$ cat src/rtl/ttl_counter_mod.sv
// ttl_counter_mod: N-bit synchronous up/down modulo counter with load and cascadable RCO.
// Optional snapshot register enabled by TTL_COUNTER_SNAPSHOT_EN.
module ttl_counter_mod #(
  parameter int WIDTH     = 4,
  parameter int MODULUS   = 16,
  parameter int RESET_VAL = 0
) (
  input  logic             CLK,
  input  logic             CLR,
  input  logic             LOAD_N,
  input  logic             ENP,
  input  logic             ENT,
  input  logic             UP,
  input  logic [WIDTH-1:0] D,
  output logic [WIDTH-1:0] Q,
  output logic             RCO,
  input  logic             SNAP,
  output logic [WIDTH-1:0] SQ
);
  localparam logic [WIDTH-1:0] TC = WIDTH'(MODULUS - 1);
  localparam logic [WIDTH-1:0] RV = WIDTH'(RESET_VAL);
  logic [WIDTH-1:0] q_next;
  logic             out_of_range;
  // Loaded values beyond the modulus wrap to 0 on the next up count.
  assign out_of_range = 32'(Q) >= 32'(MODULUS);
  always_comb
    q_next = !LOAD_N         ? D :
             !(ENP && ENT)   ? Q :
             UP              ? ((Q == TC || out_of_range) ? '0 : Q + WIDTH'(1)) :
             (Q == '0)       ? TC : Q - WIDTH'(1);
  always_ff @(posedge CLK or posedge CLR)
    if (CLR) Q <= RV;
    else     Q <= q_next;
  assign RCO = ENT & (UP ? (Q == TC) : (Q == '0));
`ifdef TTL_COUNTER_SNAPSHOT_EN
  always_ff @(posedge CLK or posedge CLR)
    if (CLR)       SQ <= '0;
    else if (SNAP) SQ <= Q;
`else
  logic unused_snap;
  assign unused_snap = SNAP;
  assign SQ = '0;
`endif
endmodule

$ cat config.mk
export PLATFORM = sky130hd
export DESIGN_NAME = ttl_counter_mod
export DESIGN_NICKNAME = d
export VERILOG_FILES = /design/src/rtl/ttl_counter_mod.sv
export SDC_FILE = /design/constraint.sdc
export NUM_CORES = 1
export LEC_CHECK = 0
export BUFFER_PORTS_ARGS = -buffer_cell sky130_fd_sc_hd__buf_2
export CELL_PAD_IN_SITES_DETAIL_PLACEMENT = 1
export CELL_PAD_IN_SITES_GLOBAL_PLACEMENT = 2
export CORE_UTILIZATION = 20
export DETAILED_ROUTE_END_ITERATION = 8
export HOLD_SLACK_MARGIN = 0.03
export PLACE_DENSITY_LB_ADDON = 0.15
export SYNTH_ARGS = -nofsm -noshare
export SYNTH_HDL_FRONTEND = slang
export SYNTH_SLANG_ARGS = --single-unit
$ cat constraint.sdc
create_clock -name CLK -period 1.7 [get_ports CLK]
set_input_delay 0.34 -clock CLK [delete_from_list [all_inputs] [get_ports CLK]]
set_output_delay 0.34 -clock CLK [all_outputs]
set_load 0.02 [all_outputs]
Yosys cells after proc, flatten, opt, wreduce, memory -nomap -nowiden
Cells that the tools add are included.
{"block": "word_totals", "ff_bits": 4, "latch_bits": 0, "ramBits": 0, "rom_bits": 0, "inputBits": 11, "out_inout_bits": 9, "elab_cells": 14, "mem_count": 0}
{"block": "classes", "addsub": 2, "mul": 0, "div": 0, "magnitude_cmp": 0, "n_eq_ne": 2, "shift": 0, "n_mux": 6, "bitwise_logic": 1, "reduce_logical": 2}
{"cell": "4-bit 2-to-1 mux", "count": 5}
{"cell": "4-bit by 1-bit adder with 4-bit output, second input constant", "count": 1}
{"cell": "4-bit == test, second input constant", "count": 1}
{"cell": "4-bit zero test", "count": 1}
{"cell": "4-bit by 1-bit subtractor with 4-bit output, second input constant", "count": 1}
{"cell": "2-bit by 1-bit inequality test with 1-bit output, second input constant", "count": 1}
{"cell": "1-bit bitwise AND", "count": 1}
{"cell": "1-bit logical AND", "count": 1}
{"cell": "1-bit 2-to-1 mux", "count": 1}

Longest topological paths before layout
Gate-level depths: netlist (run 1).
{"block": "logic_depth", "ltp_word": 5, "depth_mapped": 6, "mapped_depth_nobuf": 6}

Least setup slack after synthesis (run 1)
OpenSTA, ideal clock, no wires.
{"block": "synth_timing", "path_type": "reg-to-reg", "start": "register Q[0]", "end": "register Q[3]", "setup_ps": 82, "t_arrival_ps": 1565, "setup_slack_ps": 53, "path_stages_with_launch": 5, "cell_sequence": "dfrtp_1 inv_1 or4_1 a311o_1 a31oi_1"}
{"block": "synth_between", "elab_chain_len": 5}
{"item": "from (decl)", "line_no": "15", "text": "output logic [WIDTH-1:0] Q,"}
{"item": "from (signal assigned)", "line_no": "33", "text": "else Q <= q_next;"}
{"item": "4-bit by 1-bit subtractor with 4-bit output (tied with other cells)", "line_no": "30", "text": "(Q == '0) ? TC : Q - WIDTH'(1);"}
{"item": "4-bit 2-to-1 mux, on equally long branches", "line_no": "30, 29"}
{"item": "4-bit 2-to-1 mux (*)", "line_no": "29", "text": "UP ? ((Q == TC || out_of_range) ? '0 : Q + WIDTH'(1)) :"}
{"item": "4-bit 2-to-1 mux (*)", "line_no": "28", "text": "!(ENP && ENT) ? Q :"}
{"item": "4-bit 2-to-1 mux (*)", "line_no": "27", "text": "q_next = !LOAD_N ? D :"}
Every way passes the cells marked *; elsewhere a longest branch is shown, timed or not. The select of a mux whose other input is x is not followed.
A chain may end at the register's enable or synchronous reset.

Worst setup path after layout (run 1)
{"block": "layout_timing", "start": "register Q[1]", "end": "output RCO"}
{"block": "layout_between", "elab_chain_len": 3}
{"item": "4-bit == test or 4-bit zero test (tied branches)", "line_no": "34", "text": "assign RCO = ENT & (UP ? (Q == TC) : (Q == '0));"}
{"item": "1-bit 2-to-1 mux (*)", "line_no": "34"}
{"item": "1-bit bitwise AND (*)", "line_no": "34"}
{"item": "to (decl)", "line_no": "16", "text": "output logic RCO,"}
Every way passes the cells marked *; elsewhere a longest branch is shown, timed or not.

==> results of run 1 <==
==> layout make-up <==
cell class / instances / area (um^2)
Clock buffer: 3 / 22.5
Fill cell: 237 / 1140
Inverter: 4 / 15.0
Multi-Input combinational cell: 39 / 275
Sequential cell: 4 / 100
Tap cell: 25 / 31.3
Timing Repair Buffer: 23 / 146
==> worst min-delay path by stage <==
stage	startpoint	end	slack (ns)	cells after the start
floorplan	CLR	Q[0]	0.11	1
detailed placement	CLR	Q[2]	0.23	2
finish	D[2]	Q[2]	0.35	3
global placement	CLR	Q[0]	0.22	2
CTS	D[2]	Q[2]	0.34	3
global route	D[1]	Q[1]	0.35	3
==> cells in the mapped netlist, types with 2 or more instances <==
library cell	n
sky130_fd_sc_hd__ha_1	2
sky130_fd_sc_hd__nor2_1	6
sky130_fd_sc_hd__buf_4	4
sky130_fd_sc_hd__o21ai_0	3
sky130_fd_sc_hd__a31oi_1	2
sky130_fd_sc_hd__nand2_1	5
sky130_fd_sc_hd__a21oi_1	5
sky130_fd_sc_hd__inv_1	3
sky130_fd_sc_hd__dfrtp_1	4
==> logic make-up (layout without fill, tap and decap cells) <==
family | after synthesis | after routing | share of synthesized area (%)
other | 1 | 4 | 1.03
AOI/OAI and AO/OA | 15 | 15 | 26.0
xor gates and xnor gates | 2 | 2 | 4.80
and+or+nand+nor | 16 | 16 | 20.6
buffers and inverters | 9 | 30 | 13.4
DFF | 4 | 4 | 27.4
adders and majority gates | 2 | 2 | 6.85
==> layer usage <==
layer	global-route usage, %	routed length, um	vias up
met5	0	0	-
met4	7.27	0	0
met3	2.80	45	0
met2	17.9	539	10
met1	14.4	461	189
li1	-	-	212
==> power breakdown <==
part           switching (W)  internal, W  leakage [nW]
logic               0.000102    0.0000852         0.221
registers         0.00000949     0.000106        0.0452
clock network      0.0000378    0.0000789        0.0138
==> placed cells by master, fill, tap and decap left out <==
cell type / n
sky130_fd_sc_hd__and2_1: 1
sky130_fd_sc_hd__dfrtp_1: 4
sky130_fd_sc_hd__nand2_1: 4
sky130_fd_sc_hd__inv_2: 3
sky130_fd_sc_hd__o31ai_4: 1
sky130_fd_sc_hd__nor2_1: 6
sky130_fd_sc_hd__a31oi_1: 2
sky130_fd_sc_hd__o21ai_0: 3
sky130_fd_sc_hd__a211oi_1: 1
sky130_fd_sc_hd__buf_4: 8
sky130_fd_sc_hd__o21bai_1: 1
sky130_fd_sc_hd__and3_4: 1
sky130_fd_sc_hd__or4_1: 1
sky130_fd_sc_hd__inv_1: 1
sky130_fd_sc_hd__o31a_2: 1
sky130_fd_sc_hd__xor2_1: 1
sky130_fd_sc_hd__xnor2_1: 1
sky130_fd_sc_hd__buf_2: 13
sky130_fd_sc_hd__buf_6: 1
sky130_fd_sc_hd__nand4_1: 1
sky130_fd_sc_hd__dlygate4sd3_1: 1
sky130_fd_sc_hd__nand2b_4: 1
sky130_fd_sc_hd__a21oi_1: 5
sky130_fd_sc_hd__a311o_1: 1
sky130_fd_sc_hd__clkbuf_4: 3
sky130_fd_sc_hd__ha_4: 1
sky130_fd_sc_hd__nand2_4: 1
sky130_fd_sc_hd__ha_2: 1
sky130_fd_sc_hd__conb_1: 4
==> metrics by stage <==
step | area, um^2 | utilization [%] | power [W] | hold WS, ns | TNS, ns
floorplan | 377 | - | 0.000214 | 0.106 | 0
global placement | 482 | 27.9 | 0.000270 | 0.224 | 0
detailed placement | 482 | 27.9 | 0.000269 | 0.225 | 0
CTS | 542 | 31.4 | 0.000406 | 0.343 | -0.167
global route | 591 | 34.2 | 0.000456 | 0.350 | -0.135
finish | 591 | 34.2 | 0.000420 | 0.350 | -0.0689
==> worst max-delay path, delay by kind of cell (launching register included) <==
kind | cells | cell delay, ns
AO/OA/AOI/OAI | 1 | 0.05
adder cells (fa/ha/maj) | 1 | 0.22
buffers and inverters | 1 | 0.13
flip-flops | 1 | 0.41
AND/OR/NAND/NOR | 3 | 0.38
==> repair_timing <==
item / CTS / global route
setup endpoints to repair: 1 / 1
endpoints found under the hold margin: 4 / 0
pin swaps: 2 / 5
resized for setup: 2 / 11
hold buffers: 1 / 0
buffers inserted: 3 / 0
==> results.md, run 1 <==
Job:
- Max-cap violations in this run came to 0.

Power:
- For this design the static power due to leakage is 0.280 nW.
- The maximum VDD drop is 405 uV.
- Dividing total power by cell area gives a power density of 711 nW/um^2.

Synth:
- The cell taking the most area after synthesis is sky130_fd_sc_hd__dfrtp_1.
- Ranked by total cell area, the synthesized netlist is headed by sky130_fd_sc_hd__dfrtp_1, sky130_fd_sc_hd__buf_4, sky130_fd_sc_hd__a21oi_1.
- The number of synthesized flops with an enable pin is 0.
- Counting flops with an async set or reset pin after synthesis yields a share of 100%.
- The flip-flop and latch count after synthesis is 4.
- The share of synthesized area in the top cell type comes to 27.4%.
- The number of warnings printed during yosys synthesis is 0.
- The count of mapped cells out of synthesis is 49.
- Summing every instance area after synthesis gives 365 um^2.
- The average cell area after synthesis is 7.46 um^2.
- The sequential-to-total area share from yosys stat is 27.4%.
- After synthesis, the netlist uses 24 different library cells.
- The most used flip-flop cell after synthesis is sky130_fd_sc_hd__dfrtp_1.

Critical path:
- The critical path startpoint category is a register.
- The worst register-to-register path has a setup slack of 0.10 ns.
- The delay contributed by the slowest stage of the critical path is 0.41 ns.
- Along the worst path, the maximum fanout reaches 4.
- In this run the worst setup path terminates at RCO.
- The worst register-to-register path has a depth of 6.
- Traced cell by cell, the critical path runs through ha_2 > and3_4 > nand2_4 > o31ai_4 > and2_1 > buf_6.
- In this run the critical register-to-register path is launched from Q[0].
- The critical path class is register to output pin.
- Data on the critical path is required at its endpoint by 1.36 ns.
- The endpoint identified for the worst register-to-register timing path is Q[3].
- The critical path starts at Q[1].
- The worst setup path is captured at an output pin.
- On the critical path, the stage with the largest delay is an instance of sky130_fd_sc_hd__dfrtp_1.
- Data arrives at the worst endpoint at 1.43 ns.

Clock network:
- The clock tree from TritonCTS is done.
- The clock root buffer is sky130_fd_sc_hd__clkbuf_4.
- The latest clock arrival within the worst-skew pair is 0.23 ns.
- Clock-pin slew was measured on the worst setup and hold paths at 0.04 ns.
- In this run the number of H-tree levels came out at 1.
- The maximum clock insertion buffer count is 2.
- The number of CTS-inserted buffers is 3.
- Clock tree synthesis found a total of 4 sinks.

Floorplan:
- The floorplan step set the die height to 44.7 um.
- The floorplan step defined a die boundary enclosing 2000 um^2.
- The die is 44.7 um wide.
- During I/O placement, the number of pins put on the boundary was 20.
- The site row count is 15.
- The effective utilization at floorplan is 21.2%.
- In this run the standard cell core region covers 1730 um^2.

STA:
- The worst clock skew is 0.000345 ns.
- Setup repair after global routing could not meet its margin everywhere.
- Setup violations remaining at the end of the flow were counted as 1.
- The highest attainable clock frequency is 565 MHz.
- The final number of max-transition violations is 0.
- The minimum setup slack in the final design is -0.0689 ns.
- The count of final hold-check violations is 0.
- The shortest period the worst path allows is 1.77 ns.
- In the finished design, the share of the clock period the worst path needs comes to 104%.

Placement:
- The final HPWL from detailed placement is 790 um.
- The worst setup timing slack at the placement stage is 0.0643 ns.
- The port buffer count is 14.
- The weighted congestion reported at the end of routability-driven placement is 0.696.
- Including well taps, the total number of placed cells is 91.

Route:
- For this run, design rule violations remaining after detail routing come to 0.
- The ratio of routed vias to standard cells is 4.19.
- The total via count in the routed design is 411.
- The final routed wire length divided by cell count is 10.7 um.
- For this block, the routed nets add up to 1.05 mm of wire.
- For this block, the initial DRC count from the detailed router was 1.
- Once detail routing completed, the nets flagged for antenna violations numbered 0.
- Before antenna repair, the detailed router went through 4 iterations.

Global routing:
- The via count of the first global-routing pass is 388.
- Global routing finished with a remaining overflow of 0.
- Global routing used 11.6% of the available tracks.
- The number of antenna violations at the first check in global routing is 0.
- Entering global routing, the biggest net connects 9 pins.
- The first global-routing pass estimated 1.61 mm of wire.

Finish:
- Of the cells placed in the final design, the portion with a size suffix greater than 1 is 47.9%.
- The largest registers in the layout are Q (4).
- The net total in the final layout is 88.
- The number of antenna diodes is 0.
- The growth of design area from synthesis to finish is 61.6%.
- The flip-flop count of the largest register after layout is 4.
- Q holds more flip-flops than any other register.
- After the flow finishes, the layout carries non-filler instances totaling 98.

Outcome:
- The final reports fail on setup timing.
- The flow ran to the end, but the final reports show violations.

Min path:
- The classification of the worst-slack hold path is input port to register.
Note: power is estimated with default switching activity, not from simulation.
==> inputs of run 2 (changes only) <==
--- a/config.mk
+++ b/config.mk
@@ -11,7 +11,7 @@
 export CORE_UTILIZATION = 20
 export DETAILED_ROUTE_END_ITERATION = 8
 export HOLD_SLACK_MARGIN = 0.03
-export PLACE_DENSITY_LB_ADDON = 0.15
+export PLACE_DENSITY_LB_ADDON = 0.1
 export SYNTH_ARGS = -nofsm -noshare
 export SYNTH_HDL_FRONTEND = slang
 export SYNTH_SLANG_ARGS = --single-unit
==> run 2 against run 1 <==
  * Global-route usage is 0.36 points lower
  * Wire length fell by 4.3%
  * Sequential power barely moved
  * The run still ends with setup timing left
  * Critical endpoint unchanged
  * First-iteration DRC count grew to 4.0 times the previous value
  * Combinational power down 5%
  * Power is 2.5% lower
  * Clock skew is 0.00071 ns higher
  * Die area did not move
  * Count of clock-buffer cells in the layout did not move
  * Utilization is 1.1 points lower
  * Clock power about the same
  * Final area down 3.2%
==> results.md, run 2 (same netlist as run 1, synthesis figures left out) <==
Critical path:
- The endpoint arrival time on the critical path is 1.42 ns (about the same).
- The delay contributed by the slowest stage of the critical path came to 0.41 ns (about the same).
- The launch point of the critical path is Q[0].
- The worst path buffer plus inverter count is 2 (+1).
- The critical path class is register to output pin.
- The critical path data required time is 1.36 ns (about the same).
- The largest fanout of any net on the critical path is 4 (unchanged).
- The startpoint identified for the worst register-to-register timing path is Q[0].
- The cell with the biggest individual delay on the critical path is sky130_fd_sc_hd__dfrtp_1.
- The critical path goes through inv_2 > ha_4 > nand2b_4 > o31ai_1 > and2_1 > buf_6.
- The category of the worst setup path capture point is an output pin.
- The worst setup path is launched from a register.
- Grouping stages by cell kind, the critical path spends the most delay in flip-flops.

Clock network:
- The clock root buffer is sky130_fd_sc_hd__clkbuf_4.
- The number of clock sinks is 4 (unchanged).
- The post-CTS clock slew at the launch and capture registers of the worst setup and hold paths is 0.04 ns (about the same).
- The latest clock arrival within the worst-skew pair is 0.23 ns (about the same).
- TritonCTS built the clock tree.
- The maximum clock insertion buffer count is 2 (unchanged).
- The number of H-tree levels came to 1 (unchanged).
- The number of CTS-inserted buffers is 3 (unchanged).

Route:
- The detailed-route wire length was 1.00 mm (-4.3%).
- The ratio of routed vias to standard cells came to 4.14 (-1.2%).
- The highest metal layer used by the detailed router is met3.
- The amount of wire on met2 after detailed routing is 502 um (-6.9%).
- The length of routed wiring on met1 is 456 um (-1.1%).
- The total via count in the routed design is 406 (-1.2%).
- The final routed wire length divided by cell count was 10.2 um (-4.3%).
- The length of routed met3 wiring is 42 um (-6.7%).
- The count of TritonRoute iterations in the first routing pass is 2 (-2).
- The DRC violation count after routing is 0 (unchanged).
- The antenna violation net count after detailed routing came to 0 (unchanged).
- The number of DRC markers in iteration 0 is 4 (+3).

Power:
- The standby leakage power was 0.271 nW (-3.3%).
- The fraction of power consumed by combinational cells was 43.3% (-1.3 points).
- The sequential share of power came to 28.4% (+0.8 points).
- The internal power is 0.000268 W (-0.81%).
- The maximum VDD drop is 284 uV (-30%).
- The switching power total is 0.000141 W (-5.6%).
- The power density over cell area is 716 nW/um^2 (+0.69%).
- The total power is 0.000409 W (-2.5%).
- The clock network fraction of total power is 28.3% (+0.5 points).
- The share of total power consumed by net switching is 34.4% (-1.1 points).

Placement:
- The weighted congestion reported at the end of routability-driven placement is 0.645 (-7.4%).
- The final HPWL from detailed placement is 776 um (-1.7%).
- The placed cell area is 482 um^2 (unchanged).
- The port buffer count came to 14 (unchanged).
- The worst setup timing slack at the placement stage is 0.103 ns (+0.0388 ns).

Finish:
- The largest registers in the layout are Q (4).
- The share of cells above drive strength 1 is 46.6% (-1.4 points).
- More flip-flops sit in one register than any other, and that register is Q.
- The net total in the final layout is 88 (unchanged).
- The area of all placed cells without fillers came to 572 um^2 (-3.2%).
- Leaving out fill and tap cells, the most frequent cell in the layout is sky130_fd_sc_hd__buf_2.
- The number of antenna diodes came to 0 (unchanged).
- The flip-flop count of the largest register after layout is 4 (unchanged).
- The area growth from synthesis to layout is 56.5%.
- In the layout the commonest cells are sky130_fd_sc_hd__buf_2, sky130_fd_sc_hd__buf_4, sky130_fd_sc_hd__nor2_1.

Min path:
- The worst hold path belongs to the class input port to register.
- In this run the most critical hold path is launched from D[2].

Global routing:
- The wire length of the first global-routing pass is 1.61 mm (-0.43%).
- The number of antenna violations at the first check in global routing is 0 (unchanged).
- The via count of the first global-routing pass is 378 (-2.6%).
- The total grt overflow is 0 (unchanged).
- The total global routing track utilization is 11.2% (-0.36 points).
- The largest net degree at the start of global routing is 9 (unchanged).

STA:
- The shortest period the worst path allows is 1.76 ns (-0.0125 ns).
- The highest attainable clock frequency is 569 MHz (+0.71%).
- Setup repair after global routing could not meet its margin everywhere.
- The final clock period utilization by the worst path is 103% (-0.74 points).
- The worst clock skew is 0.00106 ns (+0.000713 ns).
- The count of final hold-check violations was 0 (unchanged).
- The final number of max-transition violations is 0 (unchanged).
- The total of endpoints with negative setup slack in the final report came to 1 (unchanged).
- The minimum setup slack in the final design is -0.0563 ns (+0.0125 ns).

Floorplan:
- The count of pins on the block boundary is 20 (unchanged).
- The site row count is 15 (unchanged).
- The effective utilization at floorplan was 21.2% (unchanged).
- The total die area came to 2000 um^2 (unchanged).
- The horizontal die dimension came to 44.7 um (unchanged).
- The chip height came to 44.7 um (unchanged).
- The floorplan core area is 1730 um^2 (unchanged).

Outcome:
- The run finished, with violations left.
- The final reports fail on setup timing.

Job:
- The max-capacitance violation count is 0 (unchanged).
## run 2: cell counts in the layout (fill, tap and decap cells not counted)
No cell type changed its count.
## run 2: cell type report
type	instances	area (um^2)
Multi-Input combinational cell	39	256
Sequential cell	4	100
Tap cell	25	31.3
Fill cell	227	1150
Clock buffer	3	22.5
Inverter	4	15.0
Timing Repair Buffer	23	146
## run 2: metal layers
layer  global-route usage [%]  up-vias
met5                        0        -
met4                     5.45        0
met3                     1.20        0
met2                     17.6       14
met1                     15.2      182
li1                         -      210
## run 2: final timing paths
check | end | slack, ns | depth (start not counted)
setup / recovery | RCO | -0.06 | 6
hold / removal | Q[2] | 0.36 | 3
setup reg to reg | Q[3] | 0.08 | 7
hold reg to reg | Q[1] | 0.68 | 2
max in group asynchronous | Q[2] | 1.02 | 3
min in group asynchronous | Q[1] | 0.54 | 3
## run 2: worst register-to-register path: stages (launching register included)
cell	delay, ns
sky130_fd_sc_hd__dfrtp_1	0.41
sky130_fd_sc_hd__ha_2	0.20
sky130_fd_sc_hd__buf_4	0.12
sky130_fd_sc_hd__buf_4	0.12
sky130_fd_sc_hd__a21oi_1	0.11
sky130_fd_sc_hd__o21ai_0	0.08
sky130_fd_sc_hd__a311o_1	0.33
sky130_fd_sc_hd__a31oi_1	0.16
## run 2: what timing repair did
| item | CTS | global route |
|---|---|---|
| hold endpoints to repair | 4 | 0 |
| gates resized for setup | 3 | 7 |
| setup buffers | 2 | 1 |
| pin swaps | 2 | 4 |
| hold buffers | 1 | 0 |
| endpoints found under the setup margin | 1 | 1 |
## run 2: power groups by stage
stage          combinational (W)  sequential (W)  clock [W]
2_1_floorplan          0.0000753        0.000138          0
3_3_place_gp            0.000151        0.000117          0
3_5_place_dp            0.000151        0.000117          0
4_1_cts                 0.000161        0.000116   0.000123
5_1_grt                 0.000197        0.000118   0.000128
6_report                0.000177        0.000116   0.000116
## run 2: through the flow
step / utilization, % / TNS, ns / hold WS [ns] / instances
finish: 33.1 / -0.0563 / 0.359 / 98
global route: 33.1 / -0.217 / 0.372 / 98
CTS: 31.2 / -0.0892 / 0.353 / 97
detailed placement: 27.9 / 0 / 0.228 / 91
global placement: 27.9 / 0 / 0.226 / 91
floorplan: - / 0 / 0.106 / 52
